### config.mk
export PLATFORM = sky130hd
export DESIGN_NAME = tri_bus_reader
export DESIGN_NICKNAME = d
export VERILOG_FILES = /design/src/rtl/tri_bus_pkg.sv /design/src/rtl/sync_fifo.sv /design/src/rtl/tri_bus_reader.sv
export SDC_FILE = /design/constraint.sdc
export NUM_CORES = 1
export LEC_CHECK = 0
export CORE_MARGIN = 2
export CORE_UTILIZATION = 54
export CTS_CLUSTER_DIAMETER = 200
export DETAILED_ROUTE_END_ITERATION = 6
export GPL_TIMING_DRIVEN = 0
export PLACE_DENSITY = 0.82
export SLEW_MARGIN = 20
export SYNTH_ARGS = -nofsm -noshare
export SYNTH_HDL_FRONTEND = slang
export SYNTH_SLANG_ARGS = --single-unit
### constraint.sdc
create_clock -name clk -period 4.43 [get_ports clk]
set_input_delay 0.443 -clock clk [delete_from_list [all_inputs] [get_ports clk]]
set_output_delay 0.443 -clock clk [all_outputs]
set_load 0.01 [all_outputs]
### src/rtl/tri_bus_pkg.sv
// Shared types and defaults for the tri-state bus receive path.
// Latency: n/a (declarations only).
// Backpressure: n/a.
package tri_bus_pkg;

    localparam int DATA_WIDTH_DEF = 8;
    localparam int FIFO_DEPTH_DEF = 4;

    typedef enum logic [1:0] {
        IDLE = 2'd0,
        RECV = 2'd1,
        TURN = 2'd2
    } state_t;

endpackage

### src/rtl/sync_fifo.sv
// Small synchronous FIFO with wrapping pointers and an occupancy count.
// Latency: push visible at pop_data one cycle later (fall-through from empty).
// Backpressure: push ignored when full, pop ignored when empty.
module sync_fifo #(
    parameter int DATA_WIDTH = 8,
    parameter int FIFO_DEPTH = 4
) (
    input  logic                                 clk,
    input  logic                                 rst_n,
    input  logic                                 push,
    input  logic [DATA_WIDTH-1:0]                push_data,
    input  logic                                 pop,
    output logic [DATA_WIDTH-1:0]                pop_data,
    output logic [$clog2(FIFO_DEPTH+1)-1:0]      count,
    output logic                                 full,
    output logic                                 empty
);

    localparam int AW = $clog2(FIFO_DEPTH);
    localparam int CW = $clog2(FIFO_DEPTH+1);

    logic [DATA_WIDTH-1:0] mem [FIFO_DEPTH];
    logic [AW-1:0]         wr_ptr;
    logic [AW-1:0]         rd_ptr;
    logic                  do_push;
    logic                  do_pop;

    assign full     = (count == CW'(FIFO_DEPTH));
    assign empty    = (count == '0);
    assign do_push  = push && !full;
    assign do_pop   = pop && !empty;
    // Head reads as zero when nothing is buffered so reset leaves a clean output.
    assign pop_data = empty ? '0 : mem[rd_ptr];

    always_ff @(posedge clk) begin
        if (do_push) begin
            mem[wr_ptr] <= push_data;
        end
    end

    // Depth is a power of two, so pointer wrap is the natural binary rollover.
    always_ff @(posedge clk or negedge rst_n) begin
        if (!rst_n) begin
            wr_ptr <= '0;
            rd_ptr <= '0;
            count  <= '0;
        end else begin
            if (do_push) begin
                wr_ptr <= wr_ptr + 1'b1;
            end
            if (do_pop) begin
                rd_ptr <= rd_ptr + 1'b1;
            end
            case ({do_push, do_pop})
                2'b10:   count <= count + 1'b1;
                2'b01:   count <= count - 1'b1;
                default: count <= count;
            endcase
        end
    end

endmodule

### src/rtl/tri_bus_reader.sv
// Captures words from the shared tri-state bus into a FIFO, streams them out ready/valid.
// Latency: captured word appears on out_data one cycle after the capture edge.
// Backpressure: bus_ready drops when full and for one turnaround cycle after each burst; words offered then are dropped and flagged.
module tri_bus_reader
    import tri_bus_pkg::*;
#(
    parameter int DATA_WIDTH = DATA_WIDTH_DEF,
    parameter int FIFO_DEPTH = FIFO_DEPTH_DEF
) (
    input  logic                             clk,
    input  logic                             rst_n,
    input  logic [DATA_WIDTH-1:0]            bus_data,
    input  logic                             bus_valid,
    output logic                             bus_ready,
    output logic [DATA_WIDTH-1:0]            out_data,
    output logic                             out_valid,
    input  logic                             out_ready,
    output logic [$clog2(FIFO_DEPTH+1)-1:0]  fifo_count,
    output logic                             overflow,
    input  logic                             clear_overflow
);

    localparam int CW = $clog2(FIFO_DEPTH+1);

    state_t          state;
    state_t          state_n;
    logic            push;
    logic            pop;
    logic            drop;
    logic            full;
    logic            empty;
    logic [CW-1:0]   cnt_n;

    assign push      = bus_valid && bus_ready && !full;
    assign pop       = out_valid && out_ready;
    assign drop      = bus_valid && !bus_ready;
    assign out_valid = !empty;

    always_comb begin
        state_n = state;
        case (state)
            IDLE:    if (bus_valid && bus_ready) state_n = RECV;
            RECV:    if (!bus_valid)             state_n = TURN;
            TURN:                                state_n = IDLE;
            default:                             state_n = IDLE;
        endcase
    end

    always_comb begin
        cnt_n = fifo_count;
        if (push && !pop) begin
            cnt_n = fifo_count + 1'b1;
        end else if (pop && !push) begin
            cnt_n = fifo_count - 1'b1;
        end
    end

    // bus_ready is registered from next state and next occupancy, so it is
    // low throughout reset and never depends on the current cycle's pop.
    always_ff @(posedge clk or negedge rst_n) begin
        if (!rst_n) begin
            state     <= IDLE;
            bus_ready <= 1'b0;
            overflow  <= 1'b0;
        end else begin
            state     <= state_n;
            bus_ready <= (state_n != TURN) && (cnt_n != CW'(FIFO_DEPTH));
            if (drop) begin
                overflow <= 1'b1;
            end else if (clear_overflow) begin
                overflow <= 1'b0;
            end
        end
    end

    sync_fifo #(
        .DATA_WIDTH (DATA_WIDTH),
        .FIFO_DEPTH (FIFO_DEPTH)
    ) u_fifo (
        .clk       (clk),
        .rst_n     (rst_n),
        .push      (push),
        .push_data (bus_data),
        .pop       (pop),
        .pop_data  (out_data),
        .count     (fifo_count),
        .full      (full),
        .empty     (empty)
    );

endmodule

==> results summary, run 1 <==
The share of synthesized registers carrying an async set or reset came out at around a quarter. The number of nets in the synthesized netlist came out at ~140. The chip width is ~63 um. For this configuration, the core starts out at a cell density of around 57%.

The first routing iteration left 55 violations. The share of the clock period used by the worst path is between 50% and 60%. The number of hold buffers added after CTS was 0. The critical path goes through clkbuf_1, mux4_2, and2_1, clkdlybuf4s50_1. Using the TritonRoute via totals, the vias-per-cell ratio works out to 5.25. The number of failing setup endpoints in the final timing report came out at 0.

The biggest area consumer among synthesized cells is sky130_fd_sc_hd__edfxtp_1. The worst clock skew is 0.00699 ns. The tree is rooted in a sky130_fd_sc_hd__clkbuf_4. The weighted congestion at the end of routability-driven global placement is about 0.74. The clock-pin slew of the registers on the worst-case setup and hold paths is 0.12 ns. The flow ran to the end, and the final reports show no timing, DRC or antenna violations. The final total negative setup slack is 0 ns. The number of buffers added on ports came out at 26. The iteration count of the initial detailed-routing pass came out at 6. The slew of the pin with the lowest slew margin came out at about 0.59 ns. Counting along the longest clock path gives a buffer depth of 2. The share of the core filled with cells in the final layout came out at between 60% and 70%. The signal arrival time at the worst endpoint came out at around 2.2 ns. The clock drives 43 sinks.

The worst setup path is launched from a register. The remaining global-route overflow is 0. The critical path is of the register to output pin type. The die area came out at between 3000 and 4000 um2.

The number of stages on the worst setup path is 4. STA classifies the critical path endpoint as an output pin. The count of pins on the block boundary is 27. The number of global-route vias before repair came out at 1048. The fmax is 379 MHz.

The number of cells on the worst reg-to-reg path is 10. In this run the static leakage power is roughly 0.83 nW. After technology mapping, the gate count stands at approximately 110. The power density relative to cell area came out at between 600 and 700 nW/um2.

After the last flow step, the layout net total stands at ~170. The per-cell routed wire length is around 16 um. The fraction of synthesized cell area taken by the top area cell type came out at between 50% and 60%. The post-synthesis average cell area is approximately 17 um2.

The vertical die dimension came out at 63.1 um. The number of hold violations in the final report is 0. The number of buffers added by the clock tree synthesis step is 5.

The detailed router put a total of roughly 1.3 mm of wire on met1. The number of distinct library cell variants in the gate-level netlist after synthesis came out at 29. The total wirelength of the detailed-routed design came out at 3.13 mm.

The number of synthesized flops with an enable pin came out at 32. Across all layers, the routed design uses approximately 1000 vias. The required arrival time at the worst endpoint came out at ~4 ns. TritonCTS built the clock tree. The buffers inserted during post-CTS setup optimization came out at 0. For this run, the slowest stage of the critical path takes ~0.47 ns. Of the cells placed in the final design, the portion with a size suffix greater than 1 is a little under a fifth. The largest net degree at the start of global routing is 14.

Setup repair after global routing left no endpoint under its margin. Post-CTS repair changed the size of 0 cells. In this design, the largest share of critical-path delay is due to buffers and inverters. The max-slew violation total from the final report is 0. The warning count from the yosys run is 0. Across the run, the number of max-cap violations was 0. The region available for standard cell placement spans approximately 3300 um2. The wire length on met2 is approximately 1.7 mm.

The first-pass GRT wire length is ~5.2 mm. Detailed routing placed a total of approximately 120 um of wire on met3. The max-slew headroom at the worst pin came out at 60.6%. The most critical setup path has its startpoint at u_fifo.rd_ptr[1]. The final critical path time including I/O delays and setup is between 2 and 3 ns. The number of synthesized register bits came out at 43. IR analysis of the VDD net gives a maximum drop of about 0.35 mV. The number of antenna diodes is 0. In this run the critical register-to-register path is launched from u_fifo.count[0]. The half-perimeter wire length after detailed placement is about 2.3 mm.

The path class of the tightest hold or removal check is primary input to asynchronous set/reset pin. The most used flip-flop cell after synthesis is sky130_fd_sc_hd__edfxtp_1. The top layer used by detailed routing is met4.

The synthesis-to-layout area growth came out at 19.6%. The maximum level of the CTS H-tree came out at 2. The number of design rule violations left after detail routing came out at 0. In the post-synthesis netlist, the biggest area contributors are sky130_fd_sc_hd__edfxtp_1, sky130_fd_sc_hd__dfrtp_1, sky130_fd_sc_hd__mux4_2, sky130_fd_sc_hd__ha_1, sky130_fd_sc_hd__xnor2_1.

The sequential cell area fraction in the yosys report came out at between 60% and 70%. The buffering stage count on the worst path with inverters included is 2. The total track usage is 18.2%. The largest fanout on the critical path came out at 9. The clock latency on the worst-skew pair is approximately 0.35 ns. The slowest stage cell on the critical path is sky130_fd_sc_hd__clkdlybuf4s50_1.

The site row count came out at 21. The remaining antenna violation count came out at 0. After synthesis the cells add up to between 1500 and 2000 um2. The initial antenna violation count was 0.
flip-flops by register name (all words and copies together), names as in the netlist:
name,count
bus_ready,1
overflow,1
state,2
u_fifo.count,3
u_fifo.mem,32
u_fifo.rd_ptr,2
u_fifo.wr_ptr,2
layer usage:
layer | vias to the layer above | global-route usage (%)
met5 | - | 0
met4 | 0 | 7.22
met1 | 507 | 22.8
met2 | 26 | 29.8
met3 | 4 | 5.36
li1 | 482 | -
report_power, final:
group | leakage (nW) | switching, W | internal [W]
clock network | 0.0263 | 0.000119 | 0.0000582
registers | 0.424 | 0.0000442 | 0.000532
logic | 0.385 | 0.000313 | 0.000386
total | 0.835 | 0.000475 | 0.000976
path summary, 6_finish.rpt:
kind | to | slack (ns)
setup / recovery | out_data[1] | 1.79
hold / removal | u_fifo.count[2] | 0.42
setup reg to reg | u_fifo.count[2] | 2.48
hold reg to reg | state[0] | 0.46
max in group asynchronous | state[1] | 3.66
min in group clk | state[0] | 0.46
stage by stage:
| step | power, W | worst slack (ns) | hold WS (ns) | instance area, um2 | cells |
|---|---|---|---|---|---|
| 2_1_floorplan | 0.00103 | 2.58 | 0.147 | 1890 | 114 |
| 3_3_place_gp | 0.00127 | 2.19 | 0.418 | 2210 | 186 |
| 3_5_place_dp | 0.00130 | 2.16 | 0.446 | 2210 | 186 |
| 4_1_cts | 0.00147 | 1.75 | 0.432 | 2260 | 194 |
| 5_1_grt | 0.00156 | 1.64 | 0.427 | 2260 | 194 |
| 6_report | 0.00145 | 1.79 | 0.425 | 2260 | 194 |
layout make-up:
cell class                 count  area (um2)
multi-input combinational     58         579
sequential                    43        1240
clock buffer                   5        37.5
fill                         250        1080
inverter                       8        30.0
timing repair buffer          26         260
tap                           46        57.6
clock inverter                 3        15.0
buffer                         5        42.5
cell families after synthesis:
logic type	synth area share, %
buf+inv	3.84
mux	10.1
compound gates	2.65
xor+xnor	3.71
fa+ha+maj	5.30
simple gates	8.95
flops	65.5
placed cells by master, fill, tap and decap left out:
cell type                         netlist  layout
sky130_fd_sc_hd__a2111o_1               1       1
sky130_fd_sc_hd__a211o_1                1       1
sky130_fd_sc_hd__a311oi_1               1       1
sky130_fd_sc_hd__and2_1                 8       8
sky130_fd_sc_hd__and2_2                 4       4
sky130_fd_sc_hd__and3_2                 1       1
sky130_fd_sc_hd__and3_4                 1       1
sky130_fd_sc_hd__buf_2                  1       1
sky130_fd_sc_hd__buf_6                  3       3
sky130_fd_sc_hd__clkbuf_1               1       1
sky130_fd_sc_hd__clkbuf_4               0       5
sky130_fd_sc_hd__clkdlybuf4s50_1        0      26
sky130_fd_sc_hd__clkinv_1               0       2
sky130_fd_sc_hd__clkinvlp_4             0       1
sky130_fd_sc_hd__dfrtp_1               11      11
sky130_fd_sc_hd__edfxtp_1              32      32
sky130_fd_sc_hd__ha_1                   8       8
sky130_fd_sc_hd__inv_1                  7       7
sky130_fd_sc_hd__inv_2                  1       1
sky130_fd_sc_hd__mux2i_1                1       1
sky130_fd_sc_hd__mux4_2                 8       8
sky130_fd_sc_hd__nand2_1                4       4
sky130_fd_sc_hd__nand2_4                2       2
sky130_fd_sc_hd__nand2b_1               1       1
sky130_fd_sc_hd__nor2_1                 2       2
sky130_fd_sc_hd__nor3_1                 1       1
sky130_fd_sc_hd__nor3b_1                1       1
sky130_fd_sc_hd__nor4_1                 1       1
sky130_fd_sc_hd__o21ai_0                2       2
sky130_fd_sc_hd__o21ai_1                1       1
sky130_fd_sc_hd__o22ai_1                1       1
sky130_fd_sc_hd__xnor2_1                7       7
sky130_fd_sc_hd__xor2_1                 1       1
synth_stat cells, types with 2 or more instances:
library cell and instances:
sky130_fd_sc_hd__o21ai_0 2, sky130_fd_sc_hd__nand2_1 4, sky130_fd_sc_hd__inv_1 7, sky130_fd_sc_hd__mux4_2 8, sky130_fd_sc_hd__xnor2_1 7, sky130_fd_sc_hd__and2_2 4, sky130_fd_sc_hd__buf_6 3, sky130_fd_sc_hd__dfrtp_1 11
sky130_fd_sc_hd__nand2_4 2, sky130_fd_sc_hd__edfxtp_1 32, sky130_fd_sc_hd__ha_1 8, sky130_fd_sc_hd__nor2_1 2, sky130_fd_sc_hd__and2_1 8
Note: power is estimated with default switching activity, not from simulation.
==> inputs of run 2 (changes only) <==
Settings changed: CORE_UTILIZATION 54 to 53, PLACE_DENSITY 0.82 to 0.81.
Clock period 4.43 ns to 2.6 ns, I/O delays scaled along.
==> run 2 against run 1 <==
Against the previous run: worst setup slack got worse by 1.7 ns; via count about the same; power increased by 71%; critical path type unchanged.
==> results summary, run 2 (same netlist as run 1, synthesis figures left out) <==
The flow ran to the end, and the final reports show no timing, DRC or antenna violations. The number of global-route vias before repair is roughly 1000. In this run, the number of DRC markers left after iteration 0 of detailed routing was 44.

Buffers placed on the I/O ports in this run total 26. The tree is rooted in a sky130_fd_sc_hd__clkbuf_4. The power density relative to cell area is approximately 1100 nW/um2.

The share of the clock period used by the worst path came out at a little over nine tenths. The share of total power dissipated in sequential elements is approximately 39%. Detailed placement ended at an HPWL of between 2 and 2.5 mm.

The count of pins on the block boundary came out at 27. The largest net degree at the start of global routing came out at 14. Data arrives at the worst endpoint at between 2 and 2.5 ns.

The number of antenna diodes is 0. The number of hold violations in the final report came out at 0. The number of flip-flops under the largest register name is 32. The total track usage is between 10% and 20%. The largest voltage drop on the vdd net is slightly above 0.5 mV. The net switching share of the total power is about a third.

The fmax came out at between 400 and 500 MHz. The quantity of gates resized following cts came out at 0. The number of nets in the layout is approximately 170.

The final total negative setup slack is 0 ns. The site row count came out at 21. The longest individual stage delay on the worst path came out at roughly 0.55 ns. The per-cell routed wire length came out at about 16 um. On the critical path, the stage with the largest delay is an instance of sky130_fd_sc_hd__mux4_2. The reported leakage power came out at around 0.84 nW.

The largest fanout on the critical path came out at 10. The synthesis-to-layout area growth came out at 19.7%. The weighted congestion at the end of routability-driven global placement is about 0.73.

The total via count in the routed design is a little over 1000. The total wirelength of the detailed-routed design is 3.08 mm. The final critical-path setup slack is 0.139 ns. The chip width came out at about 64 um. For this design, the sink count on the clock tree is 43. Setup repair after global routing left no endpoint under its margin. For the worst setup path, the data required time is 2.34 ns. The remaining global-route overflow is 0. On the critical path the largest part of the delay comes from buffers and inverters. The most common cell after layout, fill and taps aside is sky130_fd_sc_hd__edfxtp_1.

The buffers inserted during post-CTS setup optimization is 0. The signal on the critical path passes through buf_2, mux4_2, and2_1, clkdlybuf4s50_1. STA classifies the critical path endpoint as an output pin. The share of the core filled with cells in the final layout came out at 66.7%. The slew of the pin with the lowest slew margin came out at about 0.58 ns. The remaining antenna violation count came out at 0. The post-detailed-route via-to-cell ratio is 5.26. In the layout the commonest cells are sky130_fd_sc_hd__edfxtp_1, sky130_fd_sc_hd__clkdlybuf4s50_1, sky130_fd_sc_hd__dfrtp_1.

The first-pass GRT wire length came out at between 4 and 5 mm. Per report_power, the combinational group accounts for roughly 48% of the total. The largest registers in the layout are u_fifo.mem: 32 flops, u_fifo.count: 3 flops. The number of failing setup endpoints in the final timing report came out at 0. The path class of the tightest hold or removal check is primary input to asynchronous set/reset pin. The path type of the worst setup path is register to output pin. The cell area after layout came out at 2260 um2. The clock network is responsible for between 10% and 20% of the overall power. The starting utilization of the core area is roughly 56%. The finished layout holds between 150 and 200 standard cells, fillers aside. The die covers between 4000 and 5000 um2.

The number of buffers added by the clock tree synthesis step came out at 5. The clock latency on the worst-skew pair came out at ~0.36 ns. The vertical die dimension came out at approximately 64 um. The placeable core region is approximately 3400 um2. The buffering stage count on the worst path with inverters included came out at 2. STA classifies the critical path startpoint as a register. The initial antenna violation count came out at 0. The max-slew violation total from the final report came to 0. The worst clock skew came out at between 0.006 and 0.007 ns. TritonCTS built the clock tree. Timing analysis after detailed placement gives a worst setup slack of roughly 0.52 ns. The clock passes through at most 2 buffers. The maximum level of the CTS H-tree came out at 2.

The iteration count of the initial detailed-routing pass is 4. The analysis attributes to net switching a power of ~0.0008 W. Internal power comes to between 0.0015 and 0.002 W. The number of design rule violations left after detail routing is 0. The register bank with the most flops is u_fifo.mem. The number of hold-repair buffers added at the cts stage came out at 0. The cell total after placement came out at between 150 and 200. The max-slew headroom at the worst pin came out at around 61%. After clock tree synthesis, the clock-pin slew on the worst setup and hold paths is ~0.12 ns.

The final critical path time including I/O delays and setup is roughly 2.5 ns. Across the run, the number of max-cap violations was 0. The cell area reported after detailed placement came out at ~2200 um2. Cells with a size suffix above 1 make up 18.9% of the layout.
==> run 2: cell count changes in the layout (fill, tap and decap cells not counted) <==
cell                       previous run  this run
sky130_fd_sc_hd__clkbuf_1             1         2
sky130_fd_sc_hd__clkinv_2             0         1
sky130_fd_sc_hd__clkinv_1             2         0
==> run 2: final timing paths <==
path                                  startpoint               end  slack, ns  depth (start not counted)
worst max register to register   u_fifo.count[0]   u_fifo.count[2]       0.62                         10
worst min-delay path                       rst_n  u_fifo.rd_ptr[0]       0.23                          1
worst max-delay path            u_fifo.rd_ptr[0]       out_data[4]       0.14                          4
max in group asynchronous                  rst_n         bus_ready       2.03                          1
min in group clk                  clear_overflow          overflow       0.45                          2
worst min register to register          state[1]          state[0]       0.45                          1
==> run 2: area by class of cell <==
type	instances	area, um2
timing repair buffer	26	260
clock buffer	6	41.3
multi-input combinational	58	579
fill	226	1130
buffer	5	42.5
sequential	43	1240
clock inverter	2	12.5
tap	46	57.6
inverter	8	30.0
==> run 2: layer usage <==
metal,wire length [um],global-route usage (%),vias up
met5,0,0,-
met4,79,9.78,0
met3,121,4.46,8
met2,1560,28.2,26
met1,1320,20.9,507
li1,-,-,479
==> run 2: worst register-to-register path: stages, from the launching register on <==
cell and delay [ns]:
sky130_fd_sc_hd__dfrtp_1 0.45, sky130_fd_sc_hd__inv_1 0.13, sky130_fd_sc_hd__ha_1 0.23, sky130_fd_sc_hd__nand2_4 0.06, sky130_fd_sc_hd__and3_4 0.17, sky130_fd_sc_hd__buf_6 0.13, sky130_fd_sc_hd__inv_1 0.10, sky130_fd_sc_hd__ha_1 0.21
sky130_fd_sc_hd__mux2i_1 0.20, sky130_fd_sc_hd__nor2_1 0.06, sky130_fd_sc_hd__xor2_1 0.14
==> run 2: per-stage QoR <==
step,power (W),hold slack (ns)
finish,0.00249,0.226
global route,0.00265,0.247
CTS,0.00251,0.236
detailed placement,0.00220,0.441
global placement,0.00216,0.420
floorplan,0.00175,-0.0356
==> run 2: power groups by stage <==
stage                     Combinational (W)  Sequential, W  Clock [W]
after floorplan                    0.000754       0.000996          0
after global placement              0.00118       0.000983          0
after detailed placement            0.00121       0.000996          0
after CTS                           0.00121       0.000979   0.000322
after global routing                0.00131       0.000994   0.000349
final                               0.00119       0.000976   0.000321
==> inputs of run 3 (changes only) <==
Settings changed: CORE_UTILIZATION 53 to 54, PLACE_DENSITY 0.81 to 0.82.
Clock period 2.6 ns to 3.2 ns, I/O delays scaled along.
==> results of run 3 <==
Same layout as run 1 (identical final DEF). Status: finished clean.
Main changes from that run: setup slack after placement 2.16 ns -> 1.05 ns; setup slack after layout 1.79 ns -> 0.687 ns; hold slack 0.425 ns -> 0.302 ns; register-to-register setup slack 2.48 ns -> 1.25 ns; total power 0.00145 W -> 0.00201 W; worst IR drop on VDD 0.353 mV -> 0.489 mV
